==> config.mk <==
export PLATFORM = sky130hd
export DESIGN_NAME = cic_interp_sequencer
export DESIGN_NICKNAME = d
export VERILOG_FILES = /design/src/rtl/cic_pkg.sv /design/src/rtl/cic_phase_counter.sv /design/src/rtl/cic_interp_sequencer.sv
export SDC_FILE = /design/constraint.sdc
export NUM_CORES = 1
export LEC_CHECK = 0
export BUFFER_PORTS_ARGS = -buffer_cell sky130_fd_sc_hd__buf_2
export CAP_MARGIN = 20
export CELL_PAD_IN_SITES_DETAIL_PLACEMENT = 0
export CELL_PAD_IN_SITES_GLOBAL_PLACEMENT = 2
export CORE_ASPECT_RATIO = 0.9
export CORE_UTILIZATION = 31
export DETAILED_ROUTE_END_ITERATION = 12
export PLACE_DENSITY = 0.78
export SLEW_MARGIN = 20
export SYNTH_ARGS = -nofsm -noshare
export SYNTH_HDL_FRONTEND = slang
export SYNTH_SLANG_ARGS = --single-unit
==> constraint.sdc <==
create_clock -name clk -period 3 [get_ports clk]
set_input_delay 0 -clock clk [delete_from_list [all_inputs] [get_ports clk]]
set_output_delay 0 -clock clk [all_outputs]
set_load 0.01 [all_outputs]
==> src/rtl/cic_pkg.sv <==
// Shared definitions for the CIC interpolation chain: sequencer states and
// default stage geometry used by the sequencer and the filter stage modules.
package cic_pkg;

  typedef enum logic [1:0] {
    S_IDLE  = 2'd0,
    S_CLR   = 2'd1,
    S_RUN   = 2'd2,
    S_DRAIN = 2'd3
  } cic_state_e;

  localparam int CIC_BITWIDTH   = 32;
  localparam int CIC_NUM_STAGES = 4;

endpackage

==> src/rtl/cic_phase_counter.sv <==
// Interpolation-factor latch and 0..R-1 phase counter with hold, exposing
// phase-0 and last-phase (wrap) flags to the sequencer.
module cic_phase_counter #(
  parameter int RATE_W = 8
) (
  input  logic              clk,
  input  logic              rst,
  input  logic              load,
  input  logic [RATE_W-1:0] cfg_rate,
  input  logic              hold,
  output logic              phase0,
  output logic              wrap
);

  logic [RATE_W-1:0] rate_q, rate_d;
  logic [RATE_W-1:0] phase_q, phase_d;

  assign phase0 = (phase_q == '0);
  assign wrap   = (phase_q == rate_q - RATE_W'(1));

  always_comb begin
    rate_d  = rate_q;
    phase_d = phase_q;
    if (load) begin
      // cfg_rate of 0 is treated as R=1
      rate_d  = (cfg_rate == '0) ? RATE_W'(1) : cfg_rate;
      phase_d = '0;
    end else if (!hold) begin
      phase_d = wrap ? '0 : phase_q + RATE_W'(1);
    end
  end

  always_ff @(posedge clk or negedge rst) begin
    if (!rst) begin
      rate_q  <= RATE_W'(1);
      phase_q <= '0;
    end else begin
      rate_q  <= rate_d;
      phase_q <= phase_d;
    end
  end

endmodule

==> src/rtl/cic_interp_sequencer.sv <==
// CIC interpolator sequencer: zero-stuffs low-rate samples by R, drives the
// comb/integrator enables, chain clear and output strobe, and drains on stop.
module cic_interp_sequencer
  import cic_pkg::*;
#(
  parameter int BITWIDTH   = CIC_BITWIDTH,
  parameter int NUM_STAGES = CIC_NUM_STAGES,
  parameter int RATE_W     = 8
) (
  input  logic                clk,
  input  logic                rst,
  input  logic [RATE_W-1:0]   cfg_rate,
  input  logic                start,
  input  logic                stop,
  input  logic [BITWIDTH-1:0] in_data,
  input  logic                in_valid,
  output logic                in_ready,
  output logic [BITWIDTH-1:0] comb_in,
  output logic                comb_ena,
  output logic                int_ena,
  output logic                stuff_sel,
  output logic                chain_clr,
  output logic                out_valid,
  output logic                busy,
  output logic                underrun,
  output logic                done
);

  localparam int DRAIN_W = $clog2(NUM_STAGES + 1);

  cic_state_e          state_q, state_d;
  logic [DRAIN_W-1:0]  drain_q, drain_d;
  logic [BITWIDTH-1:0] comb_in_q, comb_in_d;
  logic comb_ena_q, comb_ena_d, int_ena_q, int_ena_d, stuff_sel_q, stuff_sel_d;
  logic chain_clr_q, chain_clr_d, out_valid_q, out_valid_d;
  logic underrun_q, underrun_d, done_q, done_d, stop_pend_q, stop_pend_d;
  logic load, hold, phase0, wrap;

  cic_phase_counter #(.RATE_W(RATE_W)) u_phase (
    .clk      (clk),
    .rst      (rst),
    .load     (load),
    .cfg_rate (cfg_rate),
    .hold     (hold),
    .phase0   (phase0),
    .wrap     (wrap)
  );

  // A pending stop blocks the next accept so drain starts at that phase 0.
  assign in_ready = (state_q == S_RUN) && phase0 && !stop_pend_q;

  always_comb begin
    state_d     = state_q;
    drain_d     = drain_q;
    comb_in_d   = comb_in_q;
    comb_ena_d  = 1'b0;
    int_ena_d   = 1'b0;
    stuff_sel_d = 1'b0;
    chain_clr_d = 1'b0;
    out_valid_d = int_ena_q;
    underrun_d  = underrun_q;
    done_d      = 1'b0;
    stop_pend_d = stop_pend_q;
    load        = 1'b0;
    hold        = 1'b1;
    unique case (state_q)
      S_IDLE: begin
        if (start) begin
          state_d     = S_CLR;
          load        = 1'b1;
          chain_clr_d = 1'b1;
          underrun_d  = 1'b0;
          stop_pend_d = 1'b0;
          drain_d     = '0;
        end
      end
      S_CLR: state_d = S_RUN;
      S_RUN: begin
        if (phase0) begin
          if (in_ready && in_valid) begin
            comb_in_d   = in_data;
            comb_ena_d  = 1'b1;
            stuff_sel_d = 1'b1;
            int_ena_d   = 1'b1;
            hold        = 1'b0;
            if (stop) stop_pend_d = 1'b1;
          end else if (stop || stop_pend_q) begin
            state_d     = S_DRAIN;
            stop_pend_d = 1'b0;
          end else begin
            underrun_d = 1'b1;
          end
        end else begin
          int_ena_d = 1'b1;
          hold      = 1'b0;
          if (stop) stop_pend_d = 1'b1;
        end
      end
      S_DRAIN: begin
        int_ena_d = 1'b1;
        hold      = 1'b0;
        if (phase0) begin
          comb_in_d   = '0;
          comb_ena_d  = 1'b1;
          stuff_sel_d = 1'b1;
        end
        if (wrap) begin
          if (drain_q == DRAIN_W'(NUM_STAGES - 1)) begin
            state_d = S_IDLE;
            done_d  = 1'b1;
            drain_d = '0;
          end else begin
            drain_d = drain_q + DRAIN_W'(1);
          end
        end
      end
      default: state_d = S_IDLE;
    endcase
  end

  always_ff @(posedge clk or negedge rst) begin
    if (!rst) begin
      state_q     <= S_IDLE;
      drain_q     <= '0;
      comb_in_q   <= '0;
      comb_ena_q  <= 1'b0;
      int_ena_q   <= 1'b0;
      stuff_sel_q <= 1'b0;
      chain_clr_q <= 1'b0;
      out_valid_q <= 1'b0;
      underrun_q  <= 1'b0;
      done_q      <= 1'b0;
      stop_pend_q <= 1'b0;
    end else begin
      state_q     <= state_d;
      drain_q     <= drain_d;
      comb_in_q   <= comb_in_d;
      comb_ena_q  <= comb_ena_d;
      int_ena_q   <= int_ena_d;
      stuff_sel_q <= stuff_sel_d;
      chain_clr_q <= chain_clr_d;
      out_valid_q <= out_valid_d;
      underrun_q  <= underrun_d;
      done_q      <= done_d;
      stop_pend_q <= stop_pend_d;
    end
  end

  assign comb_in   = comb_in_q;
  assign comb_ena  = comb_ena_q;
  assign int_ena   = int_ena_q;
  assign stuff_sel = stuff_sel_q;
  assign chain_clr = chain_clr_q;
  assign out_valid = out_valid_q;
  assign busy      = (state_q != S_IDLE);
  assign underrun  = underrun_q;
  assign done      = done_q;

endmodule

==> flow_summary.json <==
{
  "outcome": "finished clean",
  "yosys-top-cells-area": "dfrtp_1, nand2_1, o21ai_0",
  "path_max_fanout": 4,
  "seqCellArea_sq_um": 1500,
  "synth_area_leader_cell": "dfrtp_1",
  "ant_nets": 0,
  "cts.htree.levels": 3,
  "grt_setup_unrepaired": "no",
  "muxShareOfSynthArea_pct": 4.31,
  "cp_data_arrival_time_ps": 3010,
  "required_ps": 3220,
  "synth.top_cell.area_share_pct": 49.4,
  "drv_slew": 0,
  "cts_root_buf": "clkbuf_8",
  "clkSinkCount": 60,
  "critPathSlowestCell": "or4_4",
  "die_area_sq_um": 10000,
  "power_density_nw_per_um2": 893,
  "synth_edf_count": 0,
  "clkLatencyLatePin_ps": 340,
  "ys_seq_area_share_pct": 50.3,
  "drt_iter0_markers": 96,
  "synthCells": 321,
  "grt_pass1_vias": 2484,
  "io_buffers": 85,
  "cts_made_buffers": 9,
  "async_reset_ff_share_pct": 100,
  "max_slew_margin_pct": 32.5,
  "critPathTopFamily": "simple AND/OR/NAND/NOR gates",
  "final_nets": 500,
  "period_share_pct": 92.9,
  "clkSlewWorstSetupHoldPaths_ps": 80,
  "synth-compound-area-share_pct": 15.1,
  "path_cells": "inv_1, ha_1, or3b_4, or4_4, a2111oi_4, o41ai_4, a21oi_2, mux2_1",
  "vias_per_cell": 4.60,
  "syn2layout_area_growth_pct": 39.0,
  "synth_fa_ha_area_share_pct": 3.35,
  "p_leak_nw": 2.06,
  "fin_skew_ps": 10.4,
  "crit_type": "reg -> reg",
  "fmax_mhz": 359,
  "fin_util_pct": 44.9,
  "cts_setup_buffers": 0,
  "grtUsageTotal_pct": 15.7,
  "grt_max_degree": 65,
  "antenna_found_initial": 0,
  "syn-cell-area_sq_um": 2990,
  "tightestPinTransition_ps": 1010,
  "fillerInstances": 921,
  "layout_min_cycle_time_ps": 2790,
  "cp-end-kind": "register",
  "synth_ff_type": "dfrtp_1",
  "cts_buffer_depth": 2,
  "dp_hpwl_mm": 5.10,
  "crit_buf_inv": 1,
  "first_pass_iters": 4,
  "synth_nets": 374,
  "setup_viol": 0,
  "die_h_microns": 95.2,
  "postCtsHoldBufs": 42,
  "start_kind": "register",
  "die_width_microns": 106,
  "core_sq_um": 9250,
  "ir_drop_v": 0.000351,
  "synth-xor-area-share_pct": 2.85,
  "overflow": 0,
  "ys_warn_count": 0,
  "avgSynthCellArea_sq_um": 9.32,
  "place.gp.congestion": 0.767,
  "drc": 0,
  "row_count": 33,
  "finalSetupTns_ps": 0,
  "num_vias": 2642,
  "drv_cap": 0,
  "hold_viol_final": 0,
  "hold_path.class": "in -> reg",
  "synth_top_family_by_area": "simple AND/OR/NAND/NOR gates",
  "multi_input_area_sq_um": 1350,
  "synthSimpleGateAreaFrac_pct": 19.3,
  "grt_pass1_wl_mm": 12.2,
  "io_pins": 86,
  "synth_cell_types": 50,
  "initial_utilization_pct": 32.3,
  "dp_slack_ps": 209,
  "yosys_register_bits": 60,
  "cts_tree": "yes",
  "drive_gt1_share_pct": 27.4,
  "drt-total-wl_mm": 7.57,
  "cts_resized": 0,
  "diodes": 0,
  "worst_slack_ps": 214,
  "wl_per_cell_microns": 13.2,
  "worst_path_largest_cell_delay_ps": 500
}
## power by group
| part | switching (W) | internal [W] | total (W) |
|---|---|---|---|
| logic | 0.000894 | 0.000688 | 0.00158 |
| clock network | 0.000350 | 0.000387 | 0.000737 |
| registers | 0.000259 | 0.00113 | 0.00139 |
## tightest hold or removal path, delay by kind of cell
kind                   cells  cell delay (ps)
buffers and inverters      1              150
multiplexers               1              150
AO/OA/AOI/OAI              1               80
## layout make-up
type                    instances  area share (%)
clock buffers                   9            2.98
clock inverters                 7            1.81
inverters                      17            1.54
multi-input cells             226            32.4
flip-flops and latches         60            36.2
well taps                     122            3.67
repair buffers                133            21.5
## registers in the layout (all words and copies together), names as in the netlist
signal	cells
chain_clr	1
comb_in	32
done	1
drain_q	3
int_ena	1
out_valid	1
state_q	2
stop_pend_q	1
stuff_sel	1
u_phase.phase_q	8
u_phase.rate_q	8
underrun	1
## cells by family after synthesis
logic type	Yosys count
buffers and inverters	35
AND/OR/NAND/NOR	125
XOR/XNOR	8
flip-flops	60
multiplexers	12
AO/OA/AOI/OAI	73
adder cells (fa/ha/maj)	8
## cell usage in the layout (no fill, tap or decap), drive strengths merged, types with 2 or more instances in the layout
cell type / synthesis / layout
dlygate4sd3: 0 / 42
xnor2: 4 / 4
nand3: 6 / 6
nor4b: 2 / 2
or2: 3 / 3
o31ai: 2 / 2
nand2: 81 / 81
buf: 3 / 91
dfrtp: 59 / 59
a211oi: 2 / 2
a31oi: 5 / 5
inv: 17 / 19
a21o: 2 / 2
mux2i: 5 / 5
clkbuf: 15 / 9
mux2: 7 / 7
nor2: 6 / 6
nor4: 4 / 4
or4: 3 / 3
o21ai: 44 / 44
a21oi: 10 / 10
nor3: 8 / 8
xor2: 3 / 3
or3: 3 / 3
clkinvlp: 0 / 3
nand2b: 3 / 3
ha: 8 / 8
## routing by layer
layer	share of wire, %	routed length (microns)	track usage (%)	up-vias
li1	-	-	-	1348
met1	49	3690	20.6	1218
met2	46	3460	24.8	67
met3	4.3	324	5.13	9
met4	1.3	97	5.09	0
met5	0	0	0	-
## through the flow
stage	hold WS (ps)	total power, W	std cells	cell area [sq um]
5_1_grt	72.0	0.00404	574	4160
3_3_place_gp	245	0.00294	516	3530
4_1_cts	48.4	0.00376	574	4150
3_5_place_dp	238	0.00296	516	3530
6_report	76.1	0.00371	574	4160
2_1_floorplan	-296	0.00242	321	2990
## final timing paths
check | startpoint | end | slack, ps | cells past startpoint
worst max-delay path | u_phase.rate_q[0]$_DFFE_PN1P_ | state_q[1]$_DFFE_PN0P_ | 210 | 8
worst min register to register | int_ena$_DFF_PN0_ | out_valid$_DFF_PN0_ | 400 | 0
max in group asynchronous | rst | comb_in[8]$_DFFE_PN0P_ | 2220 | 3
worst max register to register | u_phase.rate_q[0]$_DFFE_PN1P_ | state_q[1]$_DFFE_PN0P_ | 210 | 8
min in group asynchronous | rst | u_phase.rate_q[7]$_DFFE_PN0P_ | 200 | 2
worst min-delay path | start | underrun$_DFFE_PN0P_ | 80 | 3
## synthesized netlist by cell type (2+ instances only)
cell type / number
nand2_1: 81
dfrtp_1: 59
o21ai_0: 40
inv_1: 16
clkbuf_1: 15
a21oi_1: 9
ha_1: 8
nor3_1: 8
mux2_2: 6
nand3_1: 6
nor2_1: 6
a31oi_1: 5
mux2i_1: 5
o21ai_1: 4
xnor2_1: 4
nand2b_1: 3
nor4_1: 3
or3_1: 3
xor2_1: 3
a211oi_1: 2
a21o_1: 2
nor4b_1: 2
o31ai_1: 2
or2_2: 2
or4_1: 2
No activity file was read; power rests on OpenSTA's default activity.
